===== config.mk =====
export PLATFORM = sky130hd
export DESIGN_NAME = sumator_secvential
export DESIGN_NICKNAME = d
export VERILOG_FILES = /design/src/rtl/sumator_secvential.sv
export SDC_FILE = /design/constraint.sdc
export NUM_CORES = 1
export LEC_CHECK = 0
export ABC_AREA = 0
export CAP_MARGIN = 25
export CORE_ASPECT_RATIO = 0.9
export CORE_MARGIN = 1.5
export CORE_UTILIZATION = 50
export CTS_CLUSTER_SIZE = 16
export DETAILED_ROUTE_END_ITERATION = 8
export PLACE_DENSITY = 0.76
export SLEW_MARGIN = 20
export SYNTH_ARGS = -nofsm -noshare
export SYNTH_HDL_FRONTEND = slang
export SYNTH_SLANG_ARGS = --single-unit

===== constraint.sdc =====
create_clock -name clk -period 6.9 [get_ports clk]
set_input_delay 0.69 -clock clk [delete_from_list [all_inputs] [get_ports clk]]
set_output_delay 0.69 -clock clk [all_outputs]
set_load 0.01 [all_outputs]

===== src/rtl/sumator_secvential.sv =====
// Digit-serial adder: adds two N-bit operands W bits per cycle, LSB digit first.
// Optional macro SUMATOR_SCAD_EN adds the op input for subtraction (i1 + ~i2 + 1).
module sumator_secvential #(
    parameter int N = 8,
    parameter int W = 2
) (
    input  logic         clk,
    input  logic         rst_n,
    input  logic         start,
    input  logic [N-1:0] i1,
    input  logic [N-1:0] i2,
    input  logic         cin,
`ifdef SUMATOR_SCAD_EN
    input  logic         op,
`endif
    output logic         busy,
    output logic         done,
    output logic [N-1:0] sum,
    output logic         cout,
    output logic         ovf
);

    localparam int D  = N / W;
    localparam int CW = (D > 1) ? $clog2(D) : 1;

    typedef enum logic [1:0] {
        IDLE = 2'd0,
        ADD  = 2'd1,
        DONE = 2'd2
    } state_t;

    state_t        state_r;
    state_t        state_s;
    logic [N-1:0]  a_r;
    logic [N-1:0]  b_r;
    logic [N-1:0]  acc_r;
    logic [N-1:0]  sum_r;
    logic [CW-1:0] cnt_r;
    logic          carry_r;
    logic          cmsb_r;
    logic          busy_r;
    logic          done_r;
    logic          cout_r;
    logic          ovf_r;

    logic [N-1:0]  bsel_s;
    logic          csel_s;
    logic [W-1:0]  da_s;
    logic [W-1:0]  db_s;
    logic [W-1:0]  ds_s;
    logic          dc_s;
    logic          last_s;

    function automatic logic [W:0] digit_add(input logic [W-1:0] x,
                                             input logic [W-1:0] y,
                                             input logic         c);
        digit_add = {1'b0, x} + {1'b0, y} + {{W{1'b0}}, c};
    endfunction

`ifdef SUMATOR_SCAD_EN
    // Subtraction is folded into the latched operand: invert i2, force carry-in to 1
    always_comb begin
        if (op) begin
            bsel_s = ~i2;
            csel_s = 1'b1;
        end else begin
            bsel_s = i2;
            csel_s = cin;
        end
    end
`else
    // Add-only build: operands pass straight through
    always_comb begin
        bsel_s = i2;
        csel_s = cin;
    end
`endif

    // Current digit slice and its sum with the running carry
    always_comb begin
        da_s         = a_r[int'(cnt_r) * W +: W];
        db_s         = b_r[int'(cnt_r) * W +: W];
        {dc_s, ds_s} = digit_add(da_s, db_s, carry_r);
        last_s       = (cnt_r == CW'(D - 1));
    end

    // Next-state logic
    always_comb begin
        state_s = state_r;
        case (state_r)
            IDLE: begin
                if (start) state_s = ADD;
                else       state_s = IDLE;
            end
            ADD: begin
                if (last_s) state_s = DONE;
                else        state_s = ADD;
            end
            DONE:    state_s = IDLE;
            default: state_s = IDLE;
        endcase
    end

    // State register
    always_ff @(posedge clk) begin
        if (!rst_n) state_r <= IDLE;
        else        state_r <= state_s;
    end

    // Datapath and registered outputs
    always_ff @(posedge clk) begin
        if (!rst_n) begin
            a_r     <= {N{1'b0}};
            b_r     <= {N{1'b0}};
            acc_r   <= {N{1'b0}};
            cnt_r   <= {CW{1'b0}};
            carry_r <= 1'b0;
            cmsb_r  <= 1'b0;
            sum_r   <= {N{1'b0}};
            cout_r  <= 1'b0;
            ovf_r   <= 1'b0;
            busy_r  <= 1'b0;
            done_r  <= 1'b0;
        end else begin
            busy_r <= (state_r == ADD);
            done_r <= (state_r == DONE);
            case (state_r)
                IDLE: begin
                    if (start) begin
                        a_r     <= i1;
                        b_r     <= bsel_s;
                        carry_r <= csel_s;
                        acc_r   <= {N{1'b0}};
                        cnt_r   <= {CW{1'b0}};
                        cmsb_r  <= 1'b0;
                    end
                end
                ADD: begin
                    acc_r[int'(cnt_r) * W +: W] <= ds_s;
                    carry_r <= dc_s;
                    // carry into the digit MSB; only the top digit's value survives
                    cmsb_r  <= ds_s[W-1] ^ da_s[W-1] ^ db_s[W-1];
                    cnt_r   <= cnt_r + CW'(1'b1);
                end
                DONE: begin
                    sum_r  <= acc_r;
                    cout_r <= carry_r;
                    ovf_r  <= carry_r ^ cmsb_r;
                end
                default: begin
                    busy_r <= 1'b0;
                    done_r <= 1'b0;
                end
            endcase
        end
    end

    assign busy = busy_r;
    assign done = done_r;
    assign sum  = sum_r;
    assign cout = cout_r;
    assign ovf  = ovf_r;

endmodule


==> results.tsv, run 1 <==
metric	value	unit
status	finished, final reports clean	
fin_tns_setup	0	ns
grt_pass1_wl	6300	um
p_comb_share	12.3	%
final_util	65.4	%
grtUsageMet1	26.9	%
period_needed	3.00	ns
vias_per_cell	5.43	
cts-root-buf	clkbuf_8	
via_count	1492	
crit_cells	5	
antenna_found_initial	0	
synth_seq_area_share	46.7	%
ys_warn_count	0	
cp-startpoint	cnt_r[0]	
cts_sinks	42	
diodes	0	
port_buffers	31	
busiest_layer	met2	
p_leak	0.804	nW
avgSynthCellArea	8.83	um2
cp_common_cell	fa_1	
synth_edf_count	0	
synth-main-ff-cell	dfxtp_1	
drtPass1Iterations	4	
overflow	0	
grt_max_degree	41	
net-switching-power	0.117	mW
dp_hpwl	2500	um
coreArea	0.00340	mm2
worstPathCellList	mux4_1 > fa_1 > fa_1 > xnor3_1 > o31ai_2	
final_area	0.00223	mm2
die_h	60.0	um
wl_per_cell	13.1	um
synthCells	204	
synthesis.nets	230	
min_period_over_period	43.4	%
cp_slowest_stage_delay	0.66	ns
nNetsFinal	256	
crit_required	7.10	ns
hold_path.class	reg -> reg	
sw_frac_of_total	23.4	%
place.gp.congestion	0.841	
gr-usage-met3	6.21	%
setup_viol	0	
final_common_cell	nand2_1	
r2r_end	cmsb_r	
clock_latency	0.29	ns
slew_headroom	52.0	%
first_iter_violations	72	
routed_wl	3600	um
report.final.slew_viol_count	0	
async_reset_ff_share	0	%
worstMarginPinSlew	0.718	ns
gr-usage-all-layers	21.0	%
syn_area	0.00180	mm2
rsz0062_at_grt	no	
cts_tree	built	
p_per_area	225	mW/mm2
core.rowCount	20	
ys_seq_elements	42	
hold_viol	0	
critPathKind	reg -> reg	
cts_resized	0	
clk_path_buf_depth	2	
max-vdd-ir-drop	0.157	mV
cts_setup_buffers	0	
ctsHoldBuffers	0	
grt_pass1_vias	1397	
p_seq_share	51.8	%
crit_buf_inv	0	
drive_gt1_share	6.06	%
skew	0.00548	ns
yosys.cell_types.count	29	
worstSetupEndpoint	cmsb_r	
clk_pin_slew	0.08	ns
mostFrequentLayoutCells	nand2_1 (54), dfxtp_1 (42), a21oi_1 (35), clkdlybuf4s50_1 (31), o21ai_0 (9)	
regToRegSetupSlack	3.90	ns
dieArea	0.00397	mm2
internal-power	0.384	mW
htreeDepth	2	
placedInstanceArea	0.00211	mm2
crit_family	adder cells	
reg2reg_from	cnt_r[0]	
critPathCaptureType	flip-flop	
cpMaxStageDelayCell	mux4_1	
ant_nets	0	
die_w	66.3	um
cp_max_fo	12	
start_util	52.9	%
drc	0	
fmax	334	MHz
max_cap_viol_count	0	
cts_made_buffers	5	
area_growth	23.5	%
worstSetupStartpointType	flip-flop	
gr-usage-met2	33.9	%
pwr-share-clk	35.9	%
r2r_cells	5	
crit_arrival	3.20	ns
pin_count	32	
## worst reg2reg max path, stage by stage (launching register included)
cell and delay [ns]:
dfxtp_1 0.60, mux4_1 0.66, fa_1 0.43, fa_1 0.60
xnor3_1 0.43, o31ai_2 0.18
## layer usage
metal	wire length [um]	up-vias	share of wire, %
met3	138	9	3.8
met4	57	0	1.6
met2	1740	32	48
met5	0	-	0
met1	1660	703	46
li1	-	748	-
## cell usage after synthesis (all sizes together) (2+ instances only)
cell | instances | area, um2
nand2 | 54 | 203
nand4 | 7 | 43.8
clkbuf | 10 | 37.5
dfxtp | 42 | 841
nor2b | 3 | 18.8
mux2i | 4 | 40.0
and2 | 2 | 12.5
ha | 4 | 50.1
fa | 2 | 40.0
o21ai | 9 | 45.0
buf | 3 | 21.3
mux4 | 4 | 101
nor2 | 6 | 22.5
inv | 3 | 11.3
a21oi | 35 | 175
nand3 | 4 | 20.0
nand2b | 2 | 12.5
## stage by stage
step	hold WS (ns)	power, mW	cells	setup slack (ns)
floorplan	0.428	0.306	204	4.22
global placement	0.438	0.325	266	4.03
detailed placement	0.440	0.327	266	3.94
CTS	0.452	0.504	274	3.91
global route	0.464	0.525	275	3.78
finish	0.447	0.501	275	3.90
## power by group through the flow
stage | combinational (mW) | clock, mW | sequential (mW)
floorplan | 0.0452 | 0 | 0.261
global placement | 0.0599 | 0 | 0.265
detailed placement | 0.0612 | 0 | 0.265
CTS | 0.0613 | 0.183 | 0.260
global route | 0.0693 | 0.194 | 0.261
finish | 0.0616 | 0.180 | 0.260
## state kept, by name, indices dropped and copies added, names as in the netlist
signal and cells:
a_r 8, acc_r 8, b_r 8, sum 8, cnt_r 2, state_r 2
busy 1, carry_r 1, cmsb_r 1, cout 1, done 1, ovf 1
## cell type report
type / count / area [um2]
Fill cell: 306 / 1180
Multi-Input combinational cell: 146 / 891
Sequential cell: 42 / 841
Timing Repair Buffer: 32 / 318
Clock buffer: 8 / 110
Tap cell: 44 / 55.1
Inverter: 3 / 11.3
## worst min-delay path by stage
stage                  start     end  slack (ns)  cells after the start
floorplan           acc_r[0]  sum[0]        0.43                      2
global placement    acc_r[5]  sum[5]        0.44                      2
detailed placement  acc_r[0]  sum[0]        0.44                      2
CTS                 acc_r[0]  sum[0]        0.45                      2
global route        acc_r[0]  sum[0]        0.46                      2
finish              acc_r[0]  sum[0]        0.45                      2
## cell families after synthesis
family / Yosys count / share of synthesized area, %
simple gates: 83 / 21.0
fa+ha+maj: 6 / 5.00
xor+xnor: 2 / 1.74
mux: 8 / 7.85
buf+inv: 16 / 3.89
compound gates: 47 / 13.8
flops: 42 / 46.7
No activity file was read; power rests on OpenSTA's default activity.
==> run 2, diff against run 1 <==
--- a/config.mk
+++ b/config.mk
@@ -9,10 +9,10 @@
 export CAP_MARGIN = 25
 export CORE_ASPECT_RATIO = 0.9
 export CORE_MARGIN = 1.5
-export CORE_UTILIZATION = 50
+export CORE_UTILIZATION = 46
 export CTS_CLUSTER_SIZE = 16
 export DETAILED_ROUTE_END_ITERATION = 8
-export PLACE_DENSITY = 0.76
+export PLACE_DENSITY = 0.74
 export SLEW_MARGIN = 20
 export SYNTH_ARGS = -nofsm -noshare
 export SYNTH_HDL_FRONTEND = slang
==> constraint.sdc (replaced) <==
create_clock -name clk -period 2.6 [get_ports clk]
set_input_delay 0.26 -clock clk [delete_from_list [all_inputs] [get_ports clk]]
set_output_delay 0.26 -clock clk [all_outputs]
set_load 0.01 [all_outputs]
==> run 2 against run 1 <==
Compared with the run above: total power increased by 150%; hold slack improved by 0.0042 ns; utilization down 5.4 points; sequential power grew to 2.6 times the previous value; global-route usage shrank 1.9 points; critical path depth is the same; first-iteration DRC count increased by 15%; register-to-register slack worse by 3.7 ns; design area is 0.56% higher; routed wire length shrank 3.0%; cell count is 2.5% higher; largest power group unchanged.
==> results.tsv, run 2 (synthesized netlist as in run 1, its figures left out) <==
metric	value	unit
placedInstanceArea	0.00216	mm2
grt_max_degree	22	
p_per_area	559	mW/mm2
cts-root-buf	clkbuf_8	
vias_per_cell	5.21	
r2r_cells	5	
cts_resized	0	
die_h	62.4	um
pin_count	32	
rsz0062_at_grt	no	
dieArea	0.00430	mm2
crit_family	adder cells	
ctsHoldBuffers	0	
setup_viol	0	
area_growth	24.2	%
die_w	69.0	um
holdWs	0.451	ns
diodes	0	
worstPathCellList	mux4_1 > fa_2 > fa_1 > xnor3_1 > o31ai_2	
clock_latency	0.29	ns
hold_end	b_r[3]	
drtPass1Iterations	4	
cp-startpoint	cnt_r[0]	
first_iter_violations	83	
max_cap_viol_count	0	
hold_depth	2	
holdCritStartpoint	b_r[3]	
clk_pin_slew	0.07	ns
start_util	48.3	%
final_area	0.00224	mm2
crit_required	2.81	ns
critPathKind	reg -> reg	
grt_pass1_wl	6080	um
nNetsFinal	262	
critPathCaptureType	flip-flop	
htreeDepth	2	
regToRegSetupSlack	0.17	ns
period_needed	2.43	ns
hold_path.class	reg -> reg	
drive_gt1_share	7.63	%
cts_made_buffers	5	
cp_slowest_stage_delay	0.60	ns
routed_wl	3490	um
max-vdd-ir-drop	0.352	mV
wl_per_cell	12.4	um
place.gp.congestion	0.888	
finalPower	1.25	mW
r2r_end	cmsb_r	
hold_viol	0	
fillers	356	
skew	0.00235	ns
status	finished, final reports clean	
cts_setup_buffers	0	
drc	0	
antenna_found_initial	0	
worstSetupStartpointType	flip-flop	
reg2reg_from	cnt_r[0]	
final_util	60.0	%
final_common_cell	nand2_1	
via_count	1469	
ant_nets	0	
p_leak	0.809	nW
slew_headroom	53.2	%
cts_tree	built	
crit_buf_inv	0	
report.final.slew_viol_count	0	
cp_max_fo	4	
crit_arrival	2.65	ns
gr-usage-all-layers	19.1	%
grt_pass1_vias	1345	
cts_sinks	42	
fin_tns_setup	0	ns
dp_hpwl	2530	um
core.rowCount	21	
port_buffers	31	
min_period_over_period	93.5	%
overflow	0	
mostFrequentLayoutCells	nand2_1 (54), dfxtp_1 (42), a21oi_1 (35), clkdlybuf4s50_1 (31), o21ai_0 (9)	
worstMarginPinSlew	0.700	ns
coreArea	0.00373	mm2
clk_path_buf_depth	2	
fmax	411	MHz
cpMaxStageDelayCell	mux4_1	
-- run 2: cell count changes in the layout (fill, tap and decap cells not counted), sizes merged --
cell and change:
buf +6, clkbuf -1
-- run 2: worst reg2reg max path, cell delays in order, from the launching register on --
cell and delay, ns:
dfxtp_1 0.40, mux4_1 0.61, fa_2 0.37, fa_1 0.57
xnor3_1 0.23, o31ai_2 0.18
-- run 2: layer usage --
layer	wire length [um]	global-route usage, %
met1	1800	27.0
met2	1510	26.1
met3	112	8.11
met4	73	6.62
met5	0	0
-- run 2: report_power, final --
part / switching (mW) / internal [mW]
Combinational: 0.0862 / 0.0913
Clock: 0.203 / 0.185
Sequential: 0.0197 / 0.667
-- run 2: worst max path at each step --
stage | to | slack (ns) | cells past startpoint
final | cmsb_r | 0.17 | 5
after global placement | cmsb_r | 0.24 | 5
after global routing | cmsb_r | 0.06 | 5
after detailed placement | cmsb_r | 0.18 | 5
after floorplan | cmsb_r | 0.10 | 6
after CTS | cmsb_r | 0.16 | 5
-- run 2: cell type report --
class	count	area [um2]	area share, %
Clock buffer	7	76.3	3.41
Timing Repair Buffer	38	363	16.2
Inverter	3	11.3	0.503
Tap cell	46	57.6	2.57
Multi-Input combinational cell	146	890	39.7
Sequential cell	42	841	37.6
-- run 2: through the flow --
step           setup slack, ns  std cells
4_1_cts                  0.160        282
3_5_place_dp             0.181        275
3_3_place_gp             0.241        275
2_1_floorplan            0.102        204
6_report                 0.168        282
5_1_grt                 0.0616        282
==> run 3, diff against run 2 <==
--- a/config.mk
+++ b/config.mk
@@ -13,6 +13,7 @@
 export CTS_CLUSTER_SIZE = 16
 export DETAILED_ROUTE_END_ITERATION = 8
 export PLACE_DENSITY = 0.74
+export SETUP_SLACK_MARGIN = 0.1
 export SLEW_MARGIN = 20
 export SYNTH_ARGS = -nofsm -noshare
 export SYNTH_HDL_FRONTEND = slang
==> run 3 against run 2 <==
Compared with the run above: clock skew up 0.0024 ns; critical path depth unchanged; cell count unchanged; count of clock-buffer cells in the layout unchanged; register-to-register slack better by 0.05 ns; first-iteration DRC count down 3.6%; flip-flop and latch count unchanged; sequential power about the same; sequential share of layout area about the same; via count up 0.75%; maximum frequency up 2.2%.
==> results.tsv, run 3 (synthesized netlist as in run 1, its figures left out) <==
metric	value	unit
first_iter_violations	80	
coreArea	0.00373	mm2
crit_required	2.81	ns
cts_made_buffers	5	
pwr-share-clk	30.9	%
pre_cts_slack	0.181	ns
dp_hpwl	2530	um
die_h	62.4	um
die_w	69.0	um
mostFrequentLayoutCells	nand2_1 (54), dfxtp_1 (41), a21oi_1 (35), clkdlybuf4s50_1 (31), o21ai_0 (9)	
dieArea	0.00430	mm2
overflow	0	
min_period_over_period	91.5	%
cts_sinks	42	
wl_per_cell	12.4	um
clk_path_buf_depth	2	
vias_per_cell	5.25	
net-switching-power	0.309	mW
core.rowCount	21	
drtPass1Iterations	4	
slew_headroom	53.3	%
report.final.slew_viol_count	0	
multi_input_comb_area	890	um2
drc	0	
nNetsFinal	262	
internal-power	0.943	mW
pin_count	32	
cp_max_fo	4	
diodes	0	
hold_path.class	reg -> reg	
crit_arrival	2.59	ns
setup_viol	0	
antenna_found_initial	0	
sw_frac_of_total	24.7	%
clock_latency	0.30	ns
start_util	48.3	%
skew	0.00477	ns
grt_max_degree	22	
rsz0062_at_grt	no	
htreeDepth	2	
p_comb_share	14.2	%
drive_gt1_share	8.05	%
hold_viol	0	
cts_resized	0	
area_growth	24.3	%
period_needed	2.38	ns
place.gp.congestion	0.888	
dp_cells	275	
clk_pin_slew	0.07	ns
max-vdd-ir-drop	0.355	mV
p_seq_share	54.9	%
critPathCaptureType	flip-flop	
via_count	1480	
port_buffers	31	
status	finished, final reports clean	
holdWs	0.450	ns
placedInstanceArea	0.00216	mm2
worstSetupStartpointType	flip-flop	
cts_setup_buffers	0	
gr-usage-all-layers	19.1	%
seqCellArea	842	um2
fillers	356	
p_per_area	559	mW/mm2
final_util	60.0	%
final_common_cell	nand2_1	
ctsHoldBuffers	0	
max_cap_viol_count	0	
finalPower	1.25	mW
routed_wl	3480	um
grt_pass1_vias	1345	
grt_pass1_wl	6080	um
fin_tns_setup	0	ns
final_area	0.00224	mm2
cts-root-buf	clkbuf_8	
ant_nets	0	
cts_tree	built	
fmax	420	MHz
critPathKind	reg -> reg	
p_leak	0.809	nW
layout.cells.non_filler	282	
setup_ws	0.220	ns
worstMarginPinSlew	0.699	ns
## run 3: cell counts in the layout (fill, tap and decap cells not counted)
Identical to the previous run, type by type.
## run 3: layout make-up
class / instances / share of cell area [%]
tap: 46 / 2.57
inverter: 3 / 0.503
sequential: 42 / 37.6
multi-input combinational: 146 / 39.7
timing repair buffer: 38 / 16.2
clock buffer: 7 / 3.41
## run 3: power by group through the flow
stage          Clock [mW]  Sequential (mW)  Combinational, mW
6_report            0.388            0.687              0.178
5_1_grt             0.433            0.690              0.199
4_1_cts             0.398            0.687              0.177
3_5_place_dp            0            0.702              0.177
3_3_place_gp            0            0.700              0.174
2_1_floorplan           0            0.693              0.118
## run 3: final timing paths
path / depth (start not counted) / to / from / slack (ns)
setup / recovery: 5 / cmsb_r / cnt_r[0] / 0.22
hold / removal: 2 / b_r[3] / b_r[3] / 0.45
setup reg to reg: 5 / cmsb_r / cnt_r[0] / 0.22
hold reg to reg: 2 / b_r[3] / b_r[3] / 0.45
## run 3: worst max-delay path, cell delays in order (launching register included)
cell	delay [ns]
dfxtp_2	0.36
mux4_1	0.59
fa_2	0.37
fa_1	0.57
xnor3_1	0.23
o31ai_2	0.18
## run 3: metal layers
metal  vias up  part of all wire [%]  track usage (%)
li1        761                     -                -
met1       688                    51             27.0
met2        29                    44             26.1
met3         2                   4.6             8.11
met4         0                  0.63             6.62
met5         -                     0                0
